<file path="src/rtl/rr_stream_arbiter_if.sv">
// rtl/rr_stream_arbiter_if.sv - N-wide request side and single output slot of the round-robin stream arbiter
// Optional packet-lock signals appear only when RR_ARB_LAST_LOCK_EN is defined.
interface rr_stream_arbiter_if #(
  parameter int N = 4,
  parameter int W = 8
);
  localparam int SRC_W = (N > 1) ? $clog2(N) : 1;

  logic [N-1:0]     in_valid;
  logic [N*W-1:0]   in_payload;
  logic [N-1:0]     in_ready;
  logic             out_valid;
  logic [W-1:0]     out_payload;
  logic [SRC_W-1:0] out_src;
  logic             out_ready;
`ifdef RR_ARB_LAST_LOCK_EN
  logic [N-1:0]     in_last;
  logic             out_last;

  modport slave (
    input  in_valid, in_payload, in_last, out_ready,
    output in_ready, out_valid, out_payload, out_src, out_last
  );
  modport master (
    output in_valid, in_payload, in_last, out_ready,
    input  in_ready, out_valid, out_payload, out_src, out_last
  );
`else
  modport slave (
    input  in_valid, in_payload, out_ready,
    output in_ready, out_valid, out_payload, out_src
  );
  modport master (
    output in_valid, in_payload, out_ready,
    input  in_ready, out_valid, out_payload, out_src
  );
`endif
endinterface

</file>
<file path="src/rtl/rr_stream_arbiter.sv">
// rtl/rr_stream_arbiter.sv - N-to-1 round-robin stream arbiter with one registered output slot
// Define RR_ARB_LAST_LOCK_EN to hold the grant on one requester until its in_last beat.
module rr_stream_arbiter #(
  parameter int N = 4,
  parameter int W = 8
) (
  input  logic                clk,
  input  logic                rst_n,
  rr_stream_arbiter_if.slave  bus
);
  localparam int SRC_W = (N > 1) ? $clog2(N) : 1;
  localparam logic [SRC_W-1:0] LAST_IDX = SRC_W'(N - 1);

  logic [SRC_W-1:0] rr_ptr;
  logic [SRC_W-1:0] grant_idx;
  logic [SRC_W-1:0] next_ptr;
  logic [N-1:0]     eligible;
  logic             any_valid;
  logic             load_en;
  logic             take;
  logic [W-1:0]     grant_payload;

  logic             out_valid_q;
  logic [W-1:0]     out_payload_q;
  logic [SRC_W-1:0] out_src_q;

`ifdef RR_ARB_LAST_LOCK_EN
  logic             locked;
  logic [SRC_W-1:0] lock_src;
  logic             out_last_q;
  logic             grant_last;
`endif

  // While a packet is in flight only its owner may be granted.
  always_comb begin
    eligible = bus.in_valid;
`ifdef RR_ARB_LAST_LOCK_EN
    if (locked) begin
      eligible = bus.in_valid & (N'(1) << lock_src);
    end
`endif
  end

  // Scan wraps at N so non-power-of-2 counts never visit phantom requesters.
  always_comb begin : scan
    int idx;
    idx       = 0;
    grant_idx = rr_ptr;
    any_valid = 1'b0;
    for (int k = 0; k < N; k++) begin
      idx = int'(rr_ptr) + k;
      if (idx >= N) begin
        idx = idx - N;
      end
      if (!any_valid && eligible[idx]) begin
        any_valid = 1'b1;
        grant_idx = SRC_W'(idx);
      end
    end
  end

  always_comb begin
    grant_payload = bus.in_payload[int'(grant_idx)*W +: W];
    next_ptr      = (grant_idx == LAST_IDX) ? '0 : grant_idx + 1'b1;
    load_en       = ~out_valid_q | bus.out_ready;
    take          = rst_n & load_en & any_valid;
    bus.in_ready  = take ? (N'(1) << grant_idx) : '0;
  end

`ifdef RR_ARB_LAST_LOCK_EN
  assign grant_last = bus.in_last[grant_idx];
`endif

  always_ff @(posedge clk) begin
    if (!rst_n) begin
      out_valid_q   <= 1'b0;
      out_payload_q <= '0;
      out_src_q     <= '0;
      rr_ptr        <= '0;
`ifdef RR_ARB_LAST_LOCK_EN
      out_last_q    <= 1'b0;
      locked        <= 1'b0;
      lock_src      <= '0;
`endif
    end else if (take) begin
      out_valid_q   <= 1'b1;
      out_payload_q <= grant_payload;
      out_src_q     <= grant_idx;
`ifdef RR_ARB_LAST_LOCK_EN
      out_last_q    <= grant_last;
      if (grant_last) begin
        locked <= 1'b0;
        rr_ptr <= next_ptr;
      end else begin
        locked   <= 1'b1;
        lock_src <= grant_idx;
      end
`else
      rr_ptr        <= next_ptr;
`endif
    end else if (load_en) begin
      out_valid_q <= 1'b0;
    end
  end

  assign bus.out_valid   = out_valid_q;
  assign bus.out_payload = out_payload_q;
  assign bus.out_src     = out_src_q;
`ifdef RR_ARB_LAST_LOCK_EN
  assign bus.out_last    = out_last_q;
`endif

endmodule
</file>
<file path="src/flat_wrapper.sv">
// flat-port wrapper written by rule: the top's interface ports become plain ports
module rr_stream_arbiter_flat 
#(
  parameter int N = 4,
  parameter int W = 8
)
  (clk, rst_n, bus_in_valid, bus_in_payload, bus_out_ready, bus_in_ready, bus_out_valid, bus_out_payload, bus_out_src);
  rr_stream_arbiter_if #(.N(N), .W(W)) bus_i ();
  input  logic clk;
  input  logic rst_n;
  input wire logic [$bits(bus_i.in_valid)-1:0] bus_in_valid;
  input wire logic [$bits(bus_i.in_payload)-1:0] bus_in_payload;
  input wire logic [$bits(bus_i.out_ready)-1:0] bus_out_ready;
  output wire logic [$bits(bus_i.in_ready)-1:0] bus_in_ready;
  output wire logic [$bits(bus_i.out_valid)-1:0] bus_out_valid;
  output wire logic [$bits(bus_i.out_payload)-1:0] bus_out_payload;
  output wire logic [$bits(bus_i.out_src)-1:0] bus_out_src;
  assign bus_i.in_valid = bus_in_valid;
  assign bus_i.in_payload = bus_in_payload;
  assign bus_i.out_ready = bus_out_ready;
  assign bus_in_ready = bus_i.in_ready;
  assign bus_out_valid = bus_i.out_valid;
  assign bus_out_payload = bus_i.out_payload;
  assign bus_out_src = bus_i.out_src;
  rr_stream_arbiter #(.N(N), .W(W)) u_core (.clk(clk), .rst_n(rst_n), .bus(bus_i));
endmodule
</file>
<file path="config.mk">
export PLATFORM = sky130hd
export DESIGN_NAME = rr_stream_arbiter_flat
export DESIGN_NICKNAME = d
export VERILOG_FILES = /design/src/rtl/rr_stream_arbiter_if.sv /design/src/rtl/rr_stream_arbiter.sv /design/src/flat_wrapper.sv
export SDC_FILE = /design/constraint.sdc
export NUM_CORES = 1
export LEC_CHECK = 0
export CORE_MARGIN = 8
export CORE_UTILIZATION = 35
export CTS_CLUSTER_DIAMETER = 60
export DETAILED_ROUTE_END_ITERATION = 7
export PLACE_DENSITY = 0.77
export SETUP_SLACK_MARGIN = 0.4
export SLEW_MARGIN = 0
export SYNTH_ARGS = -nofsm -noshare
export SYNTH_HDL_FRONTEND = slang
export SYNTH_SLANG_ARGS = --single-unit
</file>
<file path="constraint.sdc">
create_clock -name clk -period 1.75 [get_ports clk]
set_input_delay 0.2625 -clock clk [delete_from_list [all_inputs] [get_ports clk]]
set_output_delay 0.2625 -clock clk [all_outputs]
set_load 0.02 [all_outputs]
</file>
==> flow_summary.toml, run 1 <==
[route]
drtIter0Drc = 42
viasPerCell = 5.31
drt-total-wl_um = 3770
via_count = 1036
drc = 0
drtAntennaViolNets = 0
firstDrtPassIters = 4
wl_per_cell_um = 19.3

[synth]
synth_top_family_by_area = "compound AO/OA/AOI/OAI gates"
seq_area_frac_synth_pct = 31.8
ys_types = 27
synthMuxAreaShare_pct = 19.6
synth-simple-area-share_pct = 21.1
yosys.area_share.adder_pct = 0
synth_compound_area_share_pct = 21.3
synth_seq_cells = 13
netlist_area_um2 = 818
synth-xor-area-share_pct = 1.07
synth_fp_nets = 126
avgSynthCellArea_um2 = 9.41
synthCells = 87
ys_warn_count = 0

[sta]
slew_violations = 0
period_share_pct = 113
min_period_ns = 1.98
fin_skew_ns = 0.00243
tightest_slew_ns = 0.276
rsz0062_at_grt = "yes"
setup_tns_ns = -2.19
maxSlewHeadroom_pct = 81.6
finalHoldViolCount = 0
setup_viol = 13
whs_ns = 0.465
fmax_ghz = 0.504
worst_slack_ns = -0.235

[setup_path]
cp.depth = 6
endpoint = "bus_in_ready[3]"
crit_slowest_cell = "or4_4"
timing_worst_setup_path_type = "reg -> out"
reg2reg_slack_ns = -0.23
path_buf_inv = 1
cp-startpoint = "u_core.rr_ptr[1]$_SDFFE_PN0P_"
reg2regPathDepth = 9
cp_max_fo = 3
cp.required_ns = 1.49
cp-end-kind = "output port"
max_stage_delay_ns = 0.55
critPathLaunchType = "register"
regToRegEndpoint = "u_core.bus.out_payload[0]$_SDFFE_PN0P_"
r2r-start = "u_core.rr_ptr[0]$_SDFFE_PN0P_"
cp.arrival_ns = 1.72
crit_chain = "and3b_1 > or4_4 > nand2_4 > nand2_4 > nor2_4 > buf_6"
cp_top_family = "simple AND/OR/NAND/NOR gates"
crit_path_frequent_cell = "nand2_4"

[die]
dieArea_um2 = 4140
io_pins = 54
die_y_um = 64.4
fp-row-count = 17
core_area_um2 = 2210
start_util_pct = 37.0
fp.dieW_um = 64.4

[layout]
layout_common_cells = "34 x clkdlybuf4s50_1, 19 x buf_4, 15 x dlygate4sd2_1, 11 x nand3_1, 11 x dfxtp_1"
fin_cells = 195
area_growth_pct = 135
fill_cells = 112
antennaDiodeCount = 0
layout-drive-gt1-share_pct = 47.3
final_common_cell = "clkdlybuf4s50_1"
nets = 207

[clocking]
clk_pin_slew_ns = 0.09
cts-buffers-inserted = 3
cts.sinks = 13
cts_tree = "built"
clk_path_buf_depth = 2
htreeDepth = 1
postCtsHoldBufs = 0
cts_root_buf = "clkbuf_4"
clkLatencyLatePin_ns = 0.28

[run_status]
outcome = "complete, but fails checks"
violations = "negative setup slack"

[pwr]
powerDensity_nw_per_um2 = 999
finalPower_mw = 1.92
p_leak_nw = 0.780
ir_drop_mv = 0.686

[grt]
overflow = 0
grt_pass1_vias = 1167
antenna_found_initial = 0
grt_use_total_pct = 16.5
grt_max_degree = 14
grt_pass1_wl_um = 5560

[placement]
port_buffers = 53
dp.cells = 179
dp_hpwl_um = 2260
gp_congestion = 0.769
pre_cts_slack_ns = -0.803

[run]
max-cap-violations = 0

[hold_path]
hold_path.class = "reg -> reg"
cell families (layout without fill, tap and decap cells):
logic type                after synthesis  after routing
and+or+nand+nor                        31             31
muxes                                  16             16
DFF                                    13             13
AOI/OAI and AO/OA                      18             18
buffers and inverters                   8             88
xor gates and xnor gates                1              1
area by class of cell:
type | instances | area [um2] | area share (%)
timing repair buffer | 81 | 853 | 44.4
multi-input combinational | 66 | 729 | 38.0
sequential | 13 | 263 | 13.7
tap | 28 | 35.0 | 1.82
clock buffer | 4 | 26.3 | 1.37
inverter | 3 | 13.8 | 0.717
power by group:
part	switching (mW)	leakage [nW]	internal [mW]
sequential	0.0434	0.109	0.375
clock	0.109	0.0150	0.0884
combinational	0.571	0.656	0.732
total	0.723	0.780	1.20
tightest hold or removal path, cell delays in order, from the launching register on:
cell     delay (ns)
dfxtp_1        0.31
nand2_1        0.07
a21oi_2        0.05
timing repair:
action | CTS | global route
gates cloned | 3 | 1
buffers inserted | 3 | 5
gates resized for setup | 66 | 26
pin swaps | 1 | 5
endpoints found under the setup margin | 27 | 16
routing by layer:
layer  share of wire (%)  vias to the layer above  track usage [%]
met4                 2.5                        0             7.08
met3                 8.3                        8             5.92
met2                  47                       54             27.0
met5                   0                        -                0
met1                  42                      485             18.9
li1                    -                      489                -
sequential cells by signal (all words and copies together), names as in the netlist:
register,flops
u_core.bus.out_src,2
u_core.bus.out_valid,1
u_core.rr_ptr,2
u_core.bus.out_payload,8
through the flow:
step	instance area (um2)	util [%]
final	1920	86.8
after global routing	1920	86.8
after CTS	1740	78.8
after detailed placement	1500	68.0
after global placement	1500	68.0
after floorplan	843	-
synthesized netlist by cell type (all sizes together):
master / instances / area share [%]
nand2b: 1 / 0.77
nor2: 6 / 2.8
and3b: 1 / 1.1
and2b: 3 / 2.8
nor3: 1 / 0.61
inv: 3 / 1.4
buf: 3 / 2.9
a21oi: 2 / 1.2
xnor2: 1 / 1.1
o211a: 1 / 1.2
and3: 1 / 0.77
a31oi: 1 / 0.77
dfxtp: 13 / 32
or4: 1 / 1.4
mux2i: 16 / 20
nand3: 13 / 8.6
nand2: 4 / 2.4
a211o: 1 / 1.1
clkbuf: 2 / 0.92
o21ai: 5 / 3.1
o221ai: 8 / 14
worst min-delay path by stage:
stage	cells after the start	startpoint	slack (ns)	end
after floorplan	2	rst_n	0.41	u_core.bus.out_payload[3]$_SDFFE_PN0P_
after global placement	2	u_core.bus.out_src[1]$_SDFFE_PN0P_	0.44	u_core.bus.out_src[1]$_SDFFE_PN0P_
after detailed placement	2	u_core.bus.out_src[1]$_SDFFE_PN0P_	0.44	u_core.bus.out_src[1]$_SDFFE_PN0P_
after CTS	2	u_core.bus.out_src[1]$_SDFFE_PN0P_	0.45	u_core.bus.out_src[1]$_SDFFE_PN0P_
after global routing	2	u_core.bus.out_src[1]$_SDFFE_PN0P_	0.49	u_core.bus.out_src[1]$_SDFFE_PN0P_
final	2	u_core.bus.out_src[1]$_SDFFE_PN0P_	0.47	u_core.bus.out_src[1]$_SDFFE_PN0P_
(Power assumes the default switching activity.)
==> run 2: changes to the inputs <==
CTS_CLUSTER_DIAMETER = unset   (was 60)
==> results of run 2 <==
The final DEF is identical to that of run 1; final timing and power are the same.
==> RTL edit 1 (settings of run 2) <==
Make the reset (`rst_n`) asynchronous in one clocked block.
--- a/src/rtl/rr_stream_arbiter.sv
+++ b/src/rtl/rr_stream_arbiter.sv
@@ -73,3 +73,3 @@
 
-  always_ff @(posedge clk) begin
+  always_ff @(posedge clk or negedge rst_n) begin
     if (!rst_n) begin
Function: differs if rst_n is asserted again (counterexample within 4 cycles, from zero or initial values and one cycle with rst_n low); with rst_n held inactive, the same outputs for 10 cycles.
==> RTL edit 1 against run 2 <==
  * Sequential power up 22%
  * Clock power down 3%
  * Area after synthesis up 25%
  * The run still ends with setup timing left
  * Final cell count up 12%
  * Worst setup slack worse by 0.038 ns
  * Power up 9.2%
  * Sequential cell count unchanged
  * Routed wire length down 2.8%
  * Clock skew up 0.0051 ns
  * Cell area up 0.72%
==> RTL edit 1: results (changes against run 2) <==
Outcome:
- The run finished, with violations left.
- The checks that failed: setup timing.

Worst hold path:
- The type of the worst min-delay path is in2async.

Synth:
- The synthesized net count is 142 (+13%).
- The distinct cell type count of the synthesized netlist is 32 (+19%).
- The async set-or-reset flop fraction in the synthesized netlist is 1.000 (+1.000).
- In the post-synthesis netlist, the biggest area contributors are dfrtp_1, a211oi_2, mux2i_1.
- By count the netlist is led by a211oi_2, dfrtp_1, nor2_1.
- The part of the Yosys area used for sequential elements is 0.3182 (about the same).
- Among all flip-flop cells after synthesis, the most frequent one is dfrtp_1.

STA:
- The post-layout worst setup margin came to -0.2729 ns (-0.03801 ns).
- The remaining max-slew budget at the tightest pin came to 0.7304 (-0.08577).
- The setup clock skew after layout is 0.007477 ns (+0.005052 ns).
- The final setup TNS is -2.669 ns (-0.4840 ns).
- The worst hold slack after final layout came to 0.3504 ns (-0.1148 ns).
- The number of endpoints failing setup at the final stage is 13 (unchanged).

Place:
- The HPWL after detailed placement came to 2.712 mm (+20%).
- The last weighted congestion value of the routability-driven placer is 0.8109 (+5.5%).

Routing:
- The via-per-instance ratio came to 5.138 (-3.3%).
- The detailed-route wire length is 3.666 mm (-2.8%).
- The count of routing violations after the opening detailed-route iteration was 34 (-19%).

Setup path:
- The cell depth of the worst flop-to-flop path came to 8 (-1).
- The startpoint identified for the worst register-to-register timing path is u_core.rr_ptr[1].
- The largest fanout on the critical path is 6 (+3).
- The family with the most delay on the worst path is compound AO/OA/AOI/OAI gates.
- The longest individual stage delay on the worst path is 0.34 ns (-0.21 ns).
- The critical path's slowest cell is a211o_4.
- In this run the critical register-to-register path is captured at u_core.bus.out_payload[5].
- The data arrival time of the critical path is 1.76 ns (+0.04 ns).

Global routing:
- The via count of the first global-routing pass is 1227 (+5.1%).
- The first-pass GRT wire length is 5.844 mm (+5.1%).
- The overall global routing resource usage is 0.1438 (-0.02119).

Power:
- The leakage power summed over all cells is 0.8351 nW (+7.1%).
- The switching power is 0.8687 mW (+20%).
- The maximum resistive drop on vdd is 0.0007646 V (+11%).

Layout:
- The fraction of final layout cells sized beyond drive strength 1 is 0.4332 (-0.03990).
- The flip-flop count of the largest register, all copies and words added was 8 (unchanged).
- The final-stage net count came to 227 (+9.7%).

Floorplanning:
- The horizontal die dimension was 70.05 µm (+8.9%).
==> RTL edit 1: cell count changes after synthesis, moves of 8 or more <==
cell      before  now
a211oi_2       0   16
a211oi_1       0    8
nand3_1       12    0
dfrtp_1        0   13
mux2i_1       16    8
dfxtp_1       13    0
==> RTL edit 1: cell type report <==
class / instances / area, µm²
Tap cell: 31 / 38.79
Clock buffer: 4 / 26.28
Fill cell: 210 / 823.3
Multi-Input combinational cell: 77 / 721.9
Timing Repair Buffer: 86 / 790.8
Sequential cell: 13 / 327.8
Inverter: 7 / 28.78
==> RTL edit 1: power groups by stage <==
stage / sequential (mW) / combinational, mW / clock, mW
floorplan: 0.628 / 0.608 / 0
global placement: 0.501 / 1.22 / 0
detailed placement: 0.507 / 1.24 / 0
CTS: 0.506 / 1.31 / 0.202
global route: 0.526 / 1.49 / 0.223
finish: 0.510 / 1.39 / 0.192
==> RTL edit 1: repair_timing <==
| item | 4_1_cts | 5_1_grt |
|---|---|---|
| setup endpoints to repair | 28 | 16 |
| setup buffers | 7 | 3 |
| gates resized for setup | 60 | 8 |
| gates cloned | 0 | 1 |
| pin swaps | 8 | 3 |
==> RTL edit 1: logic make-up (layout without fill, tap and decap cells) <==
kind of cell | Yosys count | after routing | synth area share
buffers and inverters | 13 | 97 | 0.06730
XOR/XNOR | 1 | 1 | 0.008569
AO/OA/AOI/OAI | 37 | 37 | 0.3733
AND/OR/NAND/NOR | 31 | 31 | 0.1542
multiplexers | 8 | 8 | 0.07834
flip-flops | 13 | 13 | 0.3182
==> RTL edit 1: stage by stage <==
stage          std cells  worst slack, ns  total power [mW]  cell area (µm²)
2_1_floorplan        103         -0.08010             1.236             1062
3_3_place_gp         203          -0.8501             1.718             1740
3_5_place_dp         203          -0.9105             1.749             1740
4_1_cts              214          -0.2330             2.021             1869
5_1_grt              218          -0.3418             2.236             1934
6_report             218          -0.2729             2.094             1934
==> RTL edit 1: how the worst max path moves through the flow <==
stage | from | endpoint | slack, ns | cells after the start
final | bus_in_valid[0] | bus_in_ready[1] | -0.27 | 7
after global routing | bus_in_valid[0] | bus_in_ready[3] | -0.34 | 7
after CTS | u_core.rr_ptr[0] | bus_in_ready[0] | -0.23 | 6
after detailed placement | bus_in_valid[0] | bus_in_ready[1] | -0.91 | 7
after global placement | bus_in_valid[0] | bus_in_ready[1] | -0.85 | 7
after floorplan | u_core.rr_ptr[1] | bus_in_ready[1] | -0.08 | 6
==> RTL edit 1: routing by layer <==
layer	vias up	global-route usage	share of wire	wire, µm
met4	0	0.03348	0.0060	22
met3	4	0.04944	0.050	185
met2	36	0.2599	0.51	1877
met5	-	0	0	0
met1	532	0.1558	0.43	1581
li1	548	-	-	-
==> RTL edit 2 (flow settings as in run 2) <==
Made on the original files. `W` is set to 8 in 3 places; all go to 10.
--- a/src/rtl/rr_stream_arbiter_if.sv
+++ b/src/rtl/rr_stream_arbiter_if.sv
@@ -4,3 +4,3 @@
   parameter int N = 4,
-  parameter int W = 8
+  parameter int W = 10
 );
--- a/src/rtl/rr_stream_arbiter.sv
+++ b/src/rtl/rr_stream_arbiter.sv
@@ -4,3 +4,3 @@
   parameter int N = 4,
-  parameter int W = 8
+  parameter int W = 10
 ) (
--- a/src/flat_wrapper.sv
+++ b/src/flat_wrapper.sv
@@ -4,3 +4,3 @@
   parameter int N = 4,
-  parameter int W = 8
+  parameter int W = 10
 )
Ports: changed (resized bus_in_payload and bus_out_payload); port bits go from 54 to 64. No check against the original RTL was run, so the function may have changed too.
==> RTL edit 2 against run 2 <==
  * Combinational power decreased by 31%
  * Sequential share of layout area increased by 1.7 points
  * Synthesized cell count increased by 14%
  * The run still ends with setup timing left
  * Area after synthesis increased by 13%
  * Via count increased by 12%
  * Power decreased by 19%
  * Routed wire length increased by 8.1%
  * Largest power group unchanged
  * First-iteration DRC count decreased by 40%
  * Worst setup slack improved by 0.14 ns
  * Cell area increased by 4.7%
  * Sequential cell count increased by 2
==> RTL edit 2: results (changes against run 2) <==
Outcome:
- The run finished, with violations left.
- The final reports fail on setup timing.

Place:
- The HPWL after detailed placement is 2.848 mm (+26%).
- The number of buffers added on ports came to 63 (+19%).
- The total placed instance area is 1784 µm² (+19%).
- The post-placement setup slack was -0.8531 ns (-0.04976 ns).
- The last weighted congestion value of the routability-driven placer was 0.8111 (+5.5%).
- The cell count after placement was 207 (+16%).

CTS:
- The number of resized instances in the post-cts repair step is 59 (-11%).
- The number of buffers inserted to repair setup after CTS came to 11 (+8).
- The clock slew at the register clock pins of the worst setup and hold paths is 0.11 ns (+0.02 ns).
- The insertion delay of the later-clocked pin in the worst-skew pair is 0.30 ns (+0.02 ns).

Setup path:
- The largest fanout on the critical path was 5 (+2).
- The data arrival time of the critical path is 1.59 ns (-0.13 ns).
- The critical register-to-register path endpoint is u_core.rr_ptr[1].
- The longest individual stage delay on the worst path is 0.38 ns (-0.17 ns).
- The cell depth of the worst flop-to-flop path was 8 (-1).
- The slowest stage of the critical path is the dfxtp_4 cell.
- The setup slack of the worst register-to-register path came to -0.02 ns (+0.21 ns).
- The family with the most delay on the worst path is flip-flops.

STA:
- The number of endpoints failing setup at the final stage was 5 (-8).
- The post-layout worst setup margin is -0.09960 ns (+0.1353 ns).
- The setup clock skew after layout is 0.01458 ns (+0.01216 ns).
- The final setup TNS is -0.3488 ns (+1.836 ns).
- The worst hold slack after final layout is 0.4771 ns (+0.01189 ns).
- The remaining max-slew budget at the tightest pin is 0.7363 (-0.07987).

Global routing:
- The overall global routing resource usage is 0.1758 (+0.01088).
- The met3 global-route usage was 0.04139 (-0.01784).
- The initial antenna violation count came to 0 (unchanged).
- The first-pass GRT wire length was 6.078 mm (+9.3%).
- The pin count of the biggest net entering global routing is 11 (-3).
- The via count of the first global-routing pass is 1270 (+8.8%).

Layout:
- The fraction of final layout cells sized beyond drive strength 1 is 0.3660 (-0.1071).
- The number of cells in the finished layout apart from fillers is 224 (+15%).
- The number of inserted filler cells in the final layout was 150 (+34%).
- The final-stage net count is 242 (+17%).

Routing:
- The count of routing violations after the opening detailed-route iteration is 25 (-40%).
- The routed length per instance is 18.21 µm (-5.9%).
- The total met2 wirelength after detailed routing came to 2.255 mm (+27%).

Synth:
- Ranked by instance count, the synthesized netlist is headed by mux2i_1, dfxtp_1, nand2_1.
- The post-synthesis mux area share came to 0.2378 (+0.04212).
- The average cell area after synthesis came to 9.352 µm² (-0.57%).
- The xor and xnor area share after synthesis is 0.009459 (-0.001244).
- By area the synthesized netlist is led by dfxtp_1, mux2i_1, o221ai_1.
- The distinct cell type count of the synthesized netlist is 30 (+11%).
- The area fraction in compound gates after synthesis is 0.1878 (-0.02470).
- The part of the Yosys area used for sequential elements is 0.3243 (+0.006282).
- The synthesized net count was 146 (+16%).

Worst hold path:
- The hold path startpoint is u_core.bus.out_payload[6].
- For hold timing, the worst endpoint is u_core.bus.out_payload[6].

Power:
- The maximum resistive drop on vdd is 0.0005485 V (-20%).
- The leakage power summed over all cells is 0.8752 nW (+12%).
- The total power per unit cell area is 776.3 nW/µm² (-22%).
-- RTL edit 2: cell types whose count changed after synthesis, sizes merged, moves of 2 or more --
cell / change
buf: +2
and2b: -2
a211oi: +2
mux2i: +6
nand2: +9
o21ai: -3
inv: +2
nor2b: +2
a21oi: +2
nand2b: +2
dfxtp: +2
nand3: -12
o221ai: +2
-- RTL edit 2: final cells by class --
class                           instances  share of cell area
Tap cell                               30             0.01867
Clock buffer                            4             0.01307
Multi-Input combinational cell         73              0.3472
Sequential cell                        15              0.1537
Inverter                                5             0.01307
Timing Repair Buffer                   97              0.4543
-- RTL edit 2: power by group --
group | total, mW | internal [mW] | switching, mW | leakage (nW)
combinational | 0.894 | 0.485 | 0.409 | 0.735
sequential | 0.448 | 0.406 | 0.0421 | 0.126
clock | 0.219 | 0.0888 | 0.130 | 0.0150
total | 1.56 | 0.980 | 0.581 | 0.875
